==> src/rtl/pc_fetch_unit_pkg.sv <==
// Shared constants for the program-counter fetch path.
// Default widths and the reset level used by every block here.
package pc_fetch_unit_pkg;

  localparam int   DEF_ADDR_W   = 8;
  localparam int   DEF_DATA_W   = 16;
  localparam logic RESET_ACTIVE = 1'b0;

endpackage

==> src/rtl/pc_fetch_unit_fifo.sv <==
// Small synchronous queue holding fetched {pc, word} pairs.
// Head is read straight from storage; clear empties it in one cycle.
module sync_fifo
  import pc_fetch_unit_pkg::*;
#(
  parameter int WIDTH = DEF_ADDR_W + DEF_DATA_W,
  parameter int DEPTH = 4,
  localparam int PW   = $clog2(DEPTH),
  localparam int CW   = $clog2(DEPTH) + 1
) (
  input  logic             clk,
  input  logic             reset,
  input  logic             clear,
  input  logic             push,
  input  logic             pop,
  input  logic [WIDTH-1:0] wdata,
  output logic [WIDTH-1:0] rdata,
  output logic [CW-1:0]    count,
  output logic             empty,
  output logic             full
);

  localparam logic [PW-1:0] P_ONE  = 1;
  localparam logic [CW-1:0] C_ONE  = 1;
  localparam logic [CW-1:0] C_FULL = CW'(DEPTH);

  logic [WIDTH-1:0] mem_q [DEPTH];
  logic [PW-1:0]    wr_q, wr_d, rd_q, rd_d;
  logic [CW-1:0]    cnt_q, cnt_d;
  logic             do_push, do_pop;

  assign empty   = (cnt_q == '0);
  assign full    = (cnt_q == C_FULL);
  assign count   = cnt_q;
  assign rdata   = mem_q[rd_q];
  assign do_pop  = pop & ~empty;
  assign do_push = push & (~full | do_pop);

  // Pointer and occupancy next state; clear wins over push/pop.
  always_comb begin
    wr_d  = wr_q;
    rd_d  = rd_q;
    cnt_d = cnt_q;
    if (clear) begin
      wr_d  = '0;
      rd_d  = '0;
      cnt_d = '0;
    end else begin
      if (do_push) wr_d = wr_q + P_ONE;
      if (do_pop)  rd_d = rd_q + P_ONE;
      unique case ({do_push, do_pop})
        2'b10:   cnt_d = cnt_q + C_ONE;
        2'b01:   cnt_d = cnt_q - C_ONE;
        default: cnt_d = cnt_q;
      endcase
    end
  end

  // Storage and pointers; reset zeroes storage so the head reads 0.
  always_ff @(posedge clk) begin
    if (reset == RESET_ACTIVE) begin
      for (int i = 0; i < DEPTH; i++) mem_q[i] <= '0;
      wr_q  <= '0;
      rd_q  <= '0;
      cnt_q <= '0;
    end else begin
      if (do_push && !clear) mem_q[wr_q] <= wdata;
      wr_q  <= wr_d;
      rd_q  <= rd_d;
      cnt_q <= cnt_d;
    end
  end

endmodule

==> src/rtl/pc_fetch_unit.sv <==
// Fetch address counter, in-order memory reads and decode handoff.
// Redirects flush the queue and squash every read still in flight.
module pc_fetch_unit
  import pc_fetch_unit_pkg::*;
#(
  parameter int ADDR_W    = DEF_ADDR_W,
  parameter int DATA_W    = DEF_DATA_W,
  parameter int DEPTH     = 4,
  parameter int MAX_OUTST = 2
) (
  input  logic              clk,
  input  logic              reset,
  input  logic              redirect_valid,
  input  logic [ADDR_W-1:0] redirect_pc,
  output logic              req_valid,
  input  logic              req_ready,
  output logic [ADDR_W-1:0] req_addr,
  input  logic              resp_valid,
  input  logic [DATA_W-1:0] resp_data,
  output logic              inst_valid,
  input  logic              inst_ready,
  output logic [DATA_W-1:0] inst_data,
  output logic [ADDR_W-1:0] inst_pc
);

  localparam int OW = $clog2(MAX_OUTST + 1);
  localparam int CW = $clog2(DEPTH) + 1;
  localparam logic [ADDR_W-1:0] A_ONE = 1;
  localparam logic [OW-1:0]     O_ONE = 1;

  logic [ADDR_W-1:0] fetch_pc_q, fetch_pc_d;
  logic [ADDR_W-1:0] resp_pc_q, resp_pc_d;
  logic [OW-1:0]     outst_q, outst_d;
  logic [OW-1:0]     drop_q, drop_d;
  logic [CW-1:0]     count;
  logic              empty, full;
  logic              credit, issue, push, pop;
  logic [ADDR_W+DATA_W-1:0] head;

  // Reads in flight count against queue space so it cannot overflow.
  assign credit = (int'(outst_q) < MAX_OUTST)
                & (int'(outst_q) + int'(count) < DEPTH)
                & ~full;
  assign req_valid  = (reset != RESET_ACTIVE) & ~redirect_valid & credit;
  assign req_addr   = fetch_pc_q;
  assign issue      = req_valid & req_ready;
  assign push       = resp_valid & ~redirect_valid & (drop_q == '0);
  assign inst_valid = ~empty;
  assign pop        = inst_valid & inst_ready & ~redirect_valid;
  assign inst_pc    = head[ADDR_W+DATA_W-1:DATA_W];
  assign inst_data  = head[DATA_W-1:0];

  sync_fifo #(
    .WIDTH (ADDR_W + DATA_W),
    .DEPTH (DEPTH)
  ) u_fifo (
    .clk   (clk),
    .reset (reset),
    .clear (redirect_valid),
    .push  (push),
    .pop   (pop),
    .wdata ({resp_pc_q, resp_data}),
    .rdata (head),
    .count (count),
    .empty (empty),
    .full  (full)
  );

  // Counter next state. On redirect every read still outstanding
  // (older squashed ones included) becomes a drop, less the one
  // returning right now.
  always_comb begin
    fetch_pc_d = fetch_pc_q;
    resp_pc_d  = resp_pc_q;
    outst_d    = outst_q;
    drop_d     = drop_q;
    if (issue) begin
      fetch_pc_d = fetch_pc_q + A_ONE;
      outst_d    = outst_d + O_ONE;
    end
    if (resp_valid && outst_q != '0) outst_d = outst_d - O_ONE;
    if (resp_valid && drop_q != '0)  drop_d  = drop_q - O_ONE;
    if (push) resp_pc_d = resp_pc_q + A_ONE;
    if (redirect_valid) begin
      fetch_pc_d = redirect_pc;
      resp_pc_d  = redirect_pc;
      drop_d     = outst_d;
    end
  end

  // Counter registers.
  always_ff @(posedge clk) begin
    if (reset == RESET_ACTIVE) begin
      fetch_pc_q <= '0;
      resp_pc_q  <= '0;
      outst_q    <= '0;
      drop_q     <= '0;
    end else begin
      fetch_pc_q <= fetch_pc_d;
      resp_pc_q  <= resp_pc_d;
      outst_q    <= outst_d;
      drop_q     <= drop_d;
    end
  end

  a_resp_has_outst: assert property (
    @(posedge clk) disable iff (reset == RESET_ACTIVE)
    resp_valid |-> (outst_q != '0)
  );

endmodule

==> config.mk <==
export PLATFORM = sky130hd
export DESIGN_NAME = pc_fetch_unit
export DESIGN_NICKNAME = d
export VERILOG_FILES = /design/src/rtl/pc_fetch_unit_pkg.sv /design/src/rtl/pc_fetch_unit_fifo.sv /design/src/rtl/pc_fetch_unit.sv
export SDC_FILE = /design/constraint.sdc
export NUM_CORES = 1
export LEC_CHECK = 0
export ABC_AREA = 1
export CORE_MARGIN = 3
export CORE_UTILIZATION = 57
export CTS_CLUSTER_SIZE = 14
export DETAILED_ROUTE_END_ITERATION = 7
export PLACE_DENSITY_LB_ADDON = 0.3
export SLEW_MARGIN = 20
export SYNTH_ARGS = -nofsm -noshare
export SYNTH_HDL_FRONTEND = slang
export SYNTH_SLANG_ARGS = --single-unit
==> constraint.sdc <==
create_clock -name clk -period 4.8 [get_ports clk]
set_clock_uncertainty 0.2 [all_clocks]
set_input_delay 0.96 -clock clk [delete_from_list [all_inputs] [get_ports clk]]
set_output_delay 0.96 -clock clk [all_outputs]
set_load 0.02 [all_outputs]
==> results.yml <==
cts:
  cts-hold-fix-buffers: 0
  cts.path.max_buffers: 2
  root_buffer: "clkbuf_8"
  post_cts_buffers: 0
  cts_buffers: 17
  path_clk_slew_ns: 0.06
  htreeDepth: 4
  clk_latency_ns: 0.52
  cts_tree: "done"
  cts_resized: 0
  clock_sinks: 125
sta:
  setup_slack_ns: 0.850
  max_freq_mhz: 253
  setup_viol: 0
  worstMarginPinSlew_ns: 1.07
  max-slew-margin-rel_pct: 28.6
  post-route-period-util_pct: 82.3
  slew_violations: 0
  tns_ns: 0
  min_period_ns: 3.95
  rsz0062_at_grt: "false"
  finalHoldViolations: 0
synthesis:
  synth_area_per_cell_um2: 9.87
  synth_area_leaders: "edfxtp_1 47%, dfxtp_1 9.6%, nor2_1 8.9%"
  yosysUniqueCellTypes: 36
  synthCells: 615
  synth-seq-cells: 125
  synth_warnings: 0
  synthesis.nets: 652
  ys_seq_area_share_pct: 57.0
  syn_area_um2: 6070
  synth_area_leader_cell: "edfxtp_1"
  synth_top_area_share_pct: 47.5
finish:
  fin_util_pct: 72.8
  antennaDiodeCount: 0
  drive_gt1_share_pct: 14.6
  area_growth_pct: 23.8
  nets: 721
  final_cell_count_no_fill: 833
  final_cell_mix: "144 x nor2_1, 96 x edfxtp_1, 65 x o21ai_0"
  final_common_cell: "nor2_1"
min_path:
  hp-class: "reg2reg"
global_route:
  grt_max_degree: 49
  antenna_found_initial: 0
  grt_pass1_vias: 4694
  grt_use_total_pct: 24.7
  grt_overflow: 0
  grt_pass1_wl_um: 22500
placed_design:
  pre_cts_ws_ns: 0.904
  place.gp.congestion: 0.871
  numPortBuffers: 63
  hpwlAfterDp_um: 8440
  place_inst: 801
power_and_ir_drop:
  power.total_w: 0.00298
  p_comb_share_pct: 10.3
  swShare_pct: 23.2
  seqPwrFrac_pct: 41.9
  power.density_nw_per_um2: 396
  peakVddDrop_mv: 0.340
  p_sw_w: 0.000691
  clock_power_share_pct: 47.8
  p_int_w: 0.00229
  cellLeakagePower_nw: 3.09
floorplanning:
  io_pins: 64
  die_w_um: 109
  start_util_pct: 58.8
  num_rows: 37
  fp.coreArea_um2: 10300
  die_h_um: 109
  die_area_um2: 11900
run_status:
  outcome: "complete, no violations"
critical_path:
  path_max_fanout: 27
  arrival_ns: 2.79
  startpoint_type: "register"
  setup.worst_path.class: "reg2out"
  timing.critical_path.to_type: "output pin"
  required_ns: 3.64
drt:
  drt-total-wl_um: 13700
  wire_per_inst_um: 16.5
  dr.pass1.iters: 5
  drc: 0
  viasPerCell: 5.54
  ant_nets: 0
  drt-initial-drc-count: 350
  via_count: 4613
flow_run:
  cap_violations: 0
## kinds of logic (layout without fill, tap and decap cells)
kind of cell             after synthesis  count (layout)  synth area share [%]
flip-flops                           125             125                  57.0
XOR/XNOR                               6               6                 0.865
AND/OR/NAND/NOR                      247             247                  22.4
adder cells (fa/ha/maj)                7               7                  1.57
AO/OA/AOI/OAI                        119             119                  10.6
buffers and inverters                111             193                  7.60
## synth_stat cells (all sizes together)
master,number
a21oi,15
a31oi,7
buf,6
clkbuf,19
clkinv,3
dfxtp,29
edfxtp,96
fa,1
ha,6
inv,83
nand2,53
nand3,17
nand4,4
nor2,168
nor3,3
o211ai,1
o21ai,69
o22ai,26
o31ai,1
or2,2
xnor2,2
xor2,4
## metrics by stage
stage,hold slack [ns],cell area [µm²]
6_report,0.264,7520
5_1_grt,0.316,7520
4_1_cts,0.265,7520
3_5_place_dp,0.254,6860
3_3_place_gp,0.265,6860
2_1_floorplan,0.236,6070
## critical path, stage by stage, from the launching register on
cell and delay [ns]:
dfxtp_1 0.32, inv_1 0.50, buf_4 0.41, o21ai_0 0.12, o22ai_1 0.25, clkdlybuf4s50_1 0.65
## registers in the layout, indices dropped and copies added (netlist names), named ones only
register	count
u_fifo.mem_q	96
req_addr	8
resp_pc_q	8
u_fifo.count	3
drop_q	2
outst_q	2
u_fifo.rd_q	2
u_fifo.wr_q	2
## layout make-up
cell class | instances | area [µm²]
clock buffers | 19 | 422
clock inverters | 13 | 238
repair buffers | 75 | 733
flip-flops and latches | 125 | 3460
multi-input cells | 379 | 2160
fillers | 713 | 2810
inverters | 86 | 332
well taps | 136 | 170
## final timing paths
path	from	to	slack, ns	cells past startpoint
setup / recovery	register	inst_pc[3]	0.85	5
hold / removal	u_fifo.rd_q[1]	register	0.26	2
setup reg to reg	drop_q[0]	u_fifo.mem_q[2][6]	2.17	13
hold reg to reg	u_fifo.rd_q[1]	register	0.26	2
## power groups by stage
stage               sequential (W)  combinational [W]  clock, W
floorplan                  0.00127           0.000190         0
global placement           0.00127           0.000299         0
detailed placement         0.00127           0.000305         0
CTS                        0.00125           0.000308   0.00144
global route               0.00125           0.000338   0.00147
finish                     0.00125           0.000306   0.00142
## routing by layer
| layer | part of all wire (%) | track usage (%) | up-vias |
|---|---|---|---|
| met1 | 42 | 30.6 | 2210 |
| li1 | - | - | 2205 |
| met3 | 6.5 | 5.68 | 25 |
| met5 | 0 | 0 | - |
| met2 | 50 | 42.3 | 173 |
| met4 | 1.6 | 9.53 | 0 |
Power figures use the tool's default switching activity.
